**config.mk**
```make
export PLATFORM = sky130hd
export DESIGN_NAME = fifoc2cs_gen_flat
export DESIGN_NICKNAME = d
export VERILOG_FILES = /design/src/rtl/fifoc2cs_gen_if.sv /design/src/rtl/fifoc2cs_gen.sv /design/src/flat_wrapper.sv
export SDC_FILE = /design/constraint.sdc
export NUM_CORES = 1
export LEC_CHECK = 0
export ABC_AREA = 1
export CORE_MARGIN = 2
export CORE_UTILIZATION = 35
export CTS_BUF_LIST = sky130_fd_sc_hd__clkbuf_8
export DETAILED_ROUTE_END_ITERATION = 10
export GPL_TIMING_DRIVEN = 0
export HOLD_SLACK_MARGIN = 0.12
export PLACE_DENSITY = 0.54
export SYNTH_ARGS = -nofsm -noshare
export SYNTH_HDL_FRONTEND = slang
export SYNTH_HIERARCHICAL = 1
export SYNTH_SLANG_ARGS = --single-unit
```
**constraint.sdc**
```tcl
create_clock -name clk -period 2.3 [get_ports clk]
set_input_delay 0.46 -clock clk [delete_from_list [all_inputs] [get_ports clk]]
set_output_delay 0.46 -clock clk [all_outputs]
set_load 0.02 [all_outputs]
```
**src/rtl/fifoc2cs_gen_if.sv**
```systemverilog
// Command-FIFO decoder bus: control-section handshake, FIFO read port and
// committed command registers. The slave modport is the decoder's view.
interface fifoc2cs_gen_if #(
    parameter int NUM_REG = 9,
    parameter int LEN_W   = 12
);
    logic                   fs;
    logic                   fd;
    logic [LEN_W-1:0]       rx_len;
    logic                   fifoc_rxen;
    logic [7:0]             fifoc_rxd;
    logic [NUM_REG*8-1:0]   cmd_regs;
    logic                   cmd_vld;
    logic [1:0]             err;

    modport master (
        output fs, rx_len, fifoc_rxd,
        input  fd, fifoc_rxen, cmd_regs, cmd_vld, err
    );

    modport slave (
        input  fs, rx_len, fifoc_rxd,
        output fd, fifoc_rxen, cmd_regs, cmd_vld, err
    );
endinterface

```
**src/rtl/fifoc2cs_gen.sv**
```systemverilog
// fifoc2cs_gen: drains one command frame from the command FIFO, validates it and
// commits NUM_REG bytes atomically. Define FIFOC2CS_CKSUM_EN for a trailing XOR checksum.

module fifoc2cs_gen_chk (
    input logic       clk,
    input logic       rst,
    input logic       fd,
    input logic       rxen,
    input logic       cmd_vld,
    input logic [1:0] err
);
    a_vld_in_done: assert property (@(posedge clk) disable iff (!rst) cmd_vld |-> fd);
    a_vld_is_ok:   assert property (@(posedge clk) disable iff (!rst) cmd_vld |-> (err == 2'd0));
    a_rxen_idle:   assert property (@(posedge clk) disable iff (!rst) !(rxen && fd));
`ifndef FIFOC2CS_CKSUM_EN
    a_no_sum_err:  assert property (@(posedge clk) disable iff (!rst) err != 2'd3);
`endif
endmodule

module fifoc2cs_gen #(
    parameter int         NUM_REG = 9,
    parameter logic [7:0] HEAD0   = 8'h55,
    parameter logic [7:0] HEAD1   = 8'hAA,
    parameter int         LEN_W   = 12
) (
    input  logic          clk,
    input  logic          rst,
    fifoc2cs_gen_if.slave bus
);

    typedef enum logic [2:0] {
        S_IDLE  = 3'd0,
        S_READ  = 3'd1,
        S_WAIT  = 3'd2,
        S_CHECK = 3'd3,
        S_DONE  = 3'd4
    } state_t;

`ifdef FIFOC2CS_CKSUM_EN
    localparam int CKSUM_BYTES = 1;
`else
    localparam int CKSUM_BYTES = 0;
`endif
    localparam int               FRAME_LEN   = NUM_REG + 2 + CKSUM_BYTES;
    localparam logic [LEN_W-1:0] FRAME_LEN_L = LEN_W'(FRAME_LEN);
    localparam logic [LEN_W-1:0] LEN_ONE     = LEN_W'(1);
    localparam logic [LEN_W-1:0] IDX_HEAD0   = LEN_W'(0);
    localparam logic [LEN_W-1:0] IDX_HEAD1   = LEN_W'(1);

    state_t               r_state;
    state_t               w_next;
    logic [LEN_W-1:0]     r_len_q;
    logic [LEN_W-1:0]     r_rd_cnt;
    logic [LEN_W-1:0]     r_wr_idx;
    logic                 r_cap;
    logic [NUM_REG*8-1:0] r_shadow;
    logic                 r_hdr_bad;
    logic                 r_fd;
    logic                 r_rxen;
    logic                 r_cmd_vld;
    logic [NUM_REG*8-1:0] r_cmd_regs;
    logic [1:0]           r_err;
    logic                 w_start;
    logic                 w_sum_bad;
    logic                 w_commit;
    logic                 w_fd_nxt;
    logic                 w_rxen_nxt;
    logic [1:0]           w_err_code;
    logic [7:0]           w_byte;

    // Error priority: length beats header beats checksum.
    function automatic logic [1:0] f_err_code(input logic len_bad, input logic hdr_bad,
                                              input logic sum_bad);
        logic [1:0] code;
        if (len_bad) begin
            code = 2'd2;
        end else if (hdr_bad) begin
            code = 2'd1;
        end else if (sum_bad) begin
            code = 2'd3;
        end else begin
            code = 2'd0;
        end
        return code;
    endfunction

    assign w_start = (r_state == S_IDLE) && bus.fs;
    assign w_byte  = bus.fifoc_rxd;

    // State register.
    always_ff @(posedge clk or negedge rst) begin
        if (!rst) begin
            r_state <= S_IDLE;
        end else begin
            r_state <= w_next;
        end
    end

    // Next-state logic.
    always_comb begin
        w_next = r_state;
        case (r_state)
            S_IDLE: begin
                if (!bus.fs) begin
                    w_next = S_IDLE;
                end else if (bus.rx_len == '0) begin
                    w_next = S_CHECK;
                end else begin
                    w_next = S_READ;
                end
            end
            S_READ: begin
                if (r_rd_cnt == (r_len_q - LEN_ONE)) begin
                    w_next = S_WAIT;
                end else begin
                    w_next = S_READ;
                end
            end
            S_WAIT:  w_next = S_CHECK;
            S_CHECK: w_next = S_DONE;
            S_DONE: begin
                if (bus.fs) begin
                    w_next = S_DONE;
                end else begin
                    w_next = S_IDLE;
                end
            end
            default: w_next = S_IDLE;
        endcase
    end

    // Output decode: next values of the registered outputs.
    always_comb begin
        w_rxen_nxt = (w_next == S_READ);
        w_fd_nxt   = (w_next == S_DONE);
        w_err_code = f_err_code(r_len_q != FRAME_LEN_L, r_hdr_bad, w_sum_bad);
        w_commit   = (r_state == S_CHECK) && (w_err_code == 2'd0);
    end

    // Output registers; cmd_regs only ever change as a whole on a clean frame.
    always_ff @(posedge clk or negedge rst) begin
        if (!rst) begin
            r_fd       <= 1'b0;
            r_rxen     <= 1'b0;
            r_cmd_vld  <= 1'b0;
            r_cmd_regs <= '0;
            r_err      <= 2'd0;
        end else begin
            r_fd      <= w_fd_nxt;
            r_rxen    <= w_rxen_nxt;
            r_cmd_vld <= w_commit;
            if (w_commit) begin
                r_cmd_regs <= r_shadow;
            end else begin
                r_cmd_regs <= r_cmd_regs;
            end
            if (w_start) begin
                r_err <= 2'd0;
            end else if (r_state == S_CHECK) begin
                r_err <= w_err_code;
            end else begin
                r_err <= r_err;
            end
        end
    end

    // Frame length latch and read-enable counter.
    always_ff @(posedge clk or negedge rst) begin
        if (!rst) begin
            r_len_q  <= '0;
            r_rd_cnt <= '0;
        end else if (w_start) begin
            r_len_q  <= bus.rx_len;
            r_rd_cnt <= '0;
        end else if (r_state == S_READ) begin
            r_rd_cnt <= r_rd_cnt + LEN_ONE;
        end else begin
            r_rd_cnt <= r_rd_cnt;
        end
    end

    // Byte capture one cycle behind the read enable, with header check.
    always_ff @(posedge clk or negedge rst) begin
        if (!rst) begin
            r_cap     <= 1'b0;
            r_wr_idx  <= '0;
            r_hdr_bad <= 1'b0;
        end else begin
            r_cap <= r_rxen;
            if (w_start) begin
                r_wr_idx  <= '0;
                r_hdr_bad <= 1'b0;
            end else if (r_cap) begin
                r_wr_idx <= r_wr_idx + LEN_ONE;
                if (((r_wr_idx == IDX_HEAD0) && (w_byte != HEAD0)) ||
                    ((r_wr_idx == IDX_HEAD1) && (w_byte != HEAD1))) begin
                    r_hdr_bad <= 1'b1;
                end else begin
                    r_hdr_bad <= r_hdr_bad;
                end
            end else begin
                r_wr_idx <= r_wr_idx;
            end
        end
    end

    // Shadow payload; bytes past the payload window are read and dropped.
    always_ff @(posedge clk or negedge rst) begin
        if (!rst) begin
            r_shadow <= '0;
        end else if (w_start) begin
            r_shadow <= '0;
        end else if (r_cap) begin
            for (int k = 0; k < NUM_REG; k++) begin
                if (r_wr_idx == LEN_W'(k + 2)) begin
                    r_shadow[8*k +: 8] <= w_byte;
                end
            end
        end else begin
            r_shadow <= r_shadow;
        end
    end

`ifdef FIFOC2CS_CKSUM_EN
    localparam logic [LEN_W-1:0] IDX_PAY0 = LEN_W'(2);
    localparam logic [LEN_W-1:0] IDX_CSUM = LEN_W'(NUM_REG + 2);

    logic [7:0] r_csum;
    logic       r_sum_bad;

    // Running XOR of the payload, compared against the trailing byte.
    always_ff @(posedge clk or negedge rst) begin
        if (!rst) begin
            r_csum    <= 8'h00;
            r_sum_bad <= 1'b0;
        end else if (w_start) begin
            r_csum    <= 8'h00;
            r_sum_bad <= 1'b0;
        end else if (r_cap && (r_wr_idx >= IDX_PAY0) && (r_wr_idx < IDX_CSUM)) begin
            r_csum <= r_csum ^ w_byte;
        end else if (r_cap && (r_wr_idx == IDX_CSUM)) begin
            r_sum_bad <= (w_byte != r_csum);
        end else begin
            r_csum <= r_csum;
        end
    end

    assign w_sum_bad = r_sum_bad;
`else
    assign w_sum_bad = 1'b0;
`endif

    assign bus.fd         = r_fd;
    assign bus.fifoc_rxen = r_rxen;
    assign bus.cmd_regs   = r_cmd_regs;
    assign bus.cmd_vld    = r_cmd_vld;
    assign bus.err        = r_err;

    fifoc2cs_gen_chk u_chk (
        .clk     (clk),
        .rst     (rst),
        .fd      (r_fd),
        .rxen    (r_rxen),
        .cmd_vld (r_cmd_vld),
        .err     (r_err)
    );

endmodule

```
**src/flat_wrapper.sv**
```systemverilog
// flat-port wrapper written by rule: the top's interface ports become plain ports
module fifoc2cs_gen_flat 
#(
    parameter int         NUM_REG = 9,
    parameter logic [7:0] HEAD0   = 8'h55,
    parameter logic [7:0] HEAD1   = 8'hAA,
    parameter int         LEN_W   = 12
)
  (clk, rst, bus_fs, bus_rx_len, bus_fifoc_rxd, bus_fd, bus_fifoc_rxen, bus_cmd_regs, bus_cmd_vld, bus_err);
  fifoc2cs_gen_if #(.NUM_REG(NUM_REG), .LEN_W(LEN_W)) bus_i ();
  input  logic clk;
  input  logic rst;
  input wire logic [$bits(bus_i.fs)-1:0] bus_fs;
  input wire logic [$bits(bus_i.rx_len)-1:0] bus_rx_len;
  input wire logic [$bits(bus_i.fifoc_rxd)-1:0] bus_fifoc_rxd;
  output wire logic [$bits(bus_i.fd)-1:0] bus_fd;
  output wire logic [$bits(bus_i.fifoc_rxen)-1:0] bus_fifoc_rxen;
  output wire logic [$bits(bus_i.cmd_regs)-1:0] bus_cmd_regs;
  output wire logic [$bits(bus_i.cmd_vld)-1:0] bus_cmd_vld;
  output wire logic [$bits(bus_i.err)-1:0] bus_err;
  assign bus_i.fs = bus_fs;
  assign bus_i.rx_len = bus_rx_len;
  assign bus_i.fifoc_rxd = bus_fifoc_rxd;
  assign bus_fd = bus_i.fd;
  assign bus_fifoc_rxen = bus_i.fifoc_rxen;
  assign bus_cmd_regs = bus_i.cmd_regs;
  assign bus_cmd_vld = bus_i.cmd_vld;
  assign bus_err = bus_i.err;
  fifoc2cs_gen #(.NUM_REG(NUM_REG), .HEAD0(HEAD0), .HEAD1(HEAD1), .LEN_W(LEN_W)) u_core (.clk(clk), .rst(rst), .bus(bus_i));
endmodule
```
==> out/metrics.csv <==
stage,metric,value,unit
synth,share of the synthesized area in the top cell type,0.565,
power,Leakage,0.00501,uW
drt,first drt pass iteration count,5,
synth,ys async rst share,1.00,
synth,"Distinct cells, synth",42,
die,Initial Util,0.357,
timing,post-route clock period utilization,0.865,
finish,"Net count, final",1063,
timing,FMAX,0.503,GHz
finish,Inserted Diodes,0,
finish,final instance area,10200,um2
clock_tree,clk slew on worst S/H paths,0.10,ns
die,Rows,56,
synth,Synth Warn #,6,
synth,"area leader, netlist",dfrtp_1,
timing,final hold vios,0,
power,cell-internal power,6380,uW
global_route,vias in the first global route,6175,
min_path,HP Class,flop to flop,
critical_path,Reg-to-Reg End,u_core/bus.fifoc_rxen,
clock_tree,TritonCTS clock tree,yes,
finish,Final Util,0.435,
place,DP Area,9830,um2
clock_tree,Worst-Skew Late Latency,0.46,ns
power,Sw Ratio,0.370,
die,Die X-Extent,159,um
synth,Post-Syn Instances,913,
global_route,total gr overflow,0,
timing,minimum clock period,1.99,ns
drt,vias post-DR,6248,
power,Pwr Density,990,nW/um2
clock_tree,H-tree depth,4,
critical_path,cells on worst reg2reg path,11,
power,Sw Pwr,3750,uW
critical_path,Critical path origin,u_core/r_len_q[0],
synth,number of register bits inferred by synthesis,190,
finish,Non-Filler Instances,1364,
critical_path,critical path class,flop to flop,
synth,"Seq/Total Area, Yosys",0.565,
die,total die area,25300,um2
synth,"top cells by area, synth","dfrtp_1 57%, nand2_1 17%, o21ai_0 3.9%",
power,Logic pwr share,0.305,
synth,Post-Syn Nets,943,
critical_path,startpoint types,flop,
power,Reg power frac,0.475,
critical_path,CP Data Arrival Time,2.34,ns
critical_path,Worst setup EP type,flop,
clock_tree,CTS Buf Count,17,
finish,synth-to-layout area growth,21.8,%
place,routability congestion estimate,0.801,
global_route,pin count of the biggest net entering global routing,99,
finish,area of the multi-input gates,3150,um2
die,Core ar.,23500,um2
timing,Final Setup Violations,0,
timing,"Slew Viols, Final",0,
drt,1st-iter DRT viols,353,
critical_path,"Req. time, crit path",2.65,ns
power,peak supply drop,0.418,mV
die,I/O pin cnt,100,
synth,synthesized area,8410,um2
finish,Layout fillers,2360,
timing,RSZ-0062 raised after global routing,no,
clock_tree,root buffer cell,clkbuf_8,
synth,Mean Syn Cell Area,9.21,um2
clock_tree,Clock Sinks,190,
drt,routed wire length,19400,um
clock_tree,clk buf depth,2,
place,dpl hpwl,13700,um
drt,DRC,0,
timing,Slew headroom,0.525,
run,max_cap viols,0,
power,Clock power frac,0.219,
drt,Routed WL per cell,14.3,um
synth,Post-synth EDFFs,0,
timing,Setup TNS Final,0,ns
run_status,status,"finished, final reports clean",
critical_path,Reg2Reg Launch Point,u_core/r_len_q[0],
critical_path,crit path capture,u_core/bus.fifoc_rxen,
global_route,gr usage total,0.161,
synth,prevailing post-synth register cell,dfrtp_1,
die,Die Y,159,um
finish,register area,4750,um2
critical_path,"setup slack, reg-to-reg",0.31,ns
timing,Layout Skew,0.0156,ns
drt,post-route ant nets,0,
global_route,initial antenna violation count,0,
drt,vias per cell,4.58,
finish,layout cell share with drive strength beyond 1,0.134,
global_route,first-pass GRT wire length,32600,um
timing,Worst-Margin Slew,0.709,ns
timing,Hold WS,0.476,ns
critical_path,Critical Path Fanout Max,6,
place,number of I/O port buffers,99,
place,Post-Place Cells,1332,
==> worst min-delay path by stage <==
| stage | from | end | slack (ns) | cells after the start |
|---|---|---|---|---|
| 3_5_place_dp | u_core/bus.fifoc_rxen | u_core/r_cap | 0.43 | 0 |
| 6_report | u_core/bus.fifoc_rxen | u_core/r_cap | 0.48 | 0 |
| 4_1_cts | u_core/bus.fifoc_rxen | u_core/r_cap | 0.45 | 0 |
| 3_3_place_gp | u_core/bus.fifoc_rxen | u_core/r_cap | 0.43 | 0 |
| 5_1_grt | u_core/bus.fifoc_rxen | u_core/r_cap | 0.46 | 0 |
| 2_1_floorplan | rst | u_core/bus.cmd_regs[0] | 0.16 | 0 |
==> per-stage QoR <==
step	power [uW]	setup slack, ns
6_report	10100	0.311
2_1_floorplan	7130	0.648
3_3_place_gp	7940	-7.44
4_1_cts	10300	0.316
5_1_grt	10900	0.0669
3_5_place_dp	7990	-0.0231
==> critical path: stages (launching register included) <==
cell,delay (ns)
dfrtp_1,0.43
inv_1,0.13
ha_1,0.20
nand2_1,0.15
o21ai_0,0.31
nand2_1,0.09
nand2_1,0.07
nand2_1,0.05
nor2_1,0.14
nand3_1,0.09
a21oi_1,0.17
nor2_1,0.07
==> state kept, by name, summed over array words and instances, names as in the netlist <==
signal,cells
u_core/bus.cmd_regs,72
u_core/bus.cmd_vld,1
u_core/bus.err,2
u_core/bus.fd,1
u_core/bus.fifoc_rxen,1
u_core/r_cap,1
u_core/r_hdr_bad,1
u_core/r_len_q,12
u_core/r_rd_cnt,12
u_core/r_shadow,72
u_core/r_state,3
u_core/r_wr_idx,12
==> cells in the final DEF, fill, tap and decap left out, drive strengths merged <==
cell type	count
nand3	21
nor3	16
inv	57
dfrtp	190
a22o	1
clkdlybuf4s50	98
nor3b	1
nor4	3
a31oi	4
nand2	394
nor2	48
o21ai	100
clkinvlp	4
clkbuf	19
bufinv	2
nand3b	1
a21oi	23
nand4	7
a211oi	1
dlygate4sd3	1
xnor2	2
clkinv	2
buf	33
a41oi	3
xor2	5
or2	2
ha	7
==> cells by family (layout without fill, tap and decap cells) <==
kind of cell / after synthesis / count (layout) / synth area share
AO/OA/AOI/OAI: 132 / 132 / 0.0996
XOR/XNOR: 7 / 7 / 0.00729
adder cells (fa/ha/maj): 7 / 7 / 0.0104
buffers and inverters: 84 / 216 / 0.0594
flip-flops: 190 / 190 / 0.565
AND/OR/NAND/NOR: 493 / 493 / 0.258
==> synth_stat cells (2+ instances only) <==
master,count
nand2_1,373
dfrtp_1,190
o21ai_0,65
inv_1,44
nor2_1,41
o21ai_2,24
nand3_1,19
a21oi_1,18
nand2_2,15
buf_6,14
buf_2,12
nor3_1,11
o21ai_1,11
ha_1,7
inv_2,6
nand2_8,6
nand4_1,6
nor2_2,5
xor2_1,5
a21oi_2,4
a31oi_1,4
nor3_2,3
nor4_1,3
a41oi_4,2
buf_12,2
buf_4,2
inv_4,2
nand3_4,2
nor2_4,2
nor3_4,2
xnor2_1,2
==> per-layer routing <==
metal,GRT usage,up-vias,part of all wire
met2,0.253,116,0.46
met5,0,-,0
li1,-,3167,-
met3,0.0331,21,0.034
met4,0.0521,0,0.019
met1,0.225,2944,0.49
==> area by class of cell <==
cell class | count | share of cell area
timing repair buffer | 101 | 0.101
tap | 319 | 0.0390
inverter | 53 | 0.0207
multi-input combinational | 639 | 0.308
clock inverter | 12 | 0.0133
clock buffer | 19 | 0.0255
buffer | 31 | 0.0281
sequential | 190 | 0.464
==> power by group through the flow <==
stage | logic, uW | clock network [uW] | registers [uW]
2_1_floorplan | 2420 | 0 | 4710
3_3_place_gp | 3060 | 0 | 4880
5_1_grt | 3560 | 2440 | 4940
4_1_cts | 3130 | 2300 | 4820
3_5_place_dp | 3110 | 0 | 4880
6_report | 3100 | 2220 | 4820
==> timing repair <==
item / in CTS / in global routing
hold buffers: 1 / 0
gates resized for setup: 0 / 0
buffers inserted: 0 / 0
hold endpoints to repair: 92 / 0
Note: power is estimated with default switching activity, not from simulation.
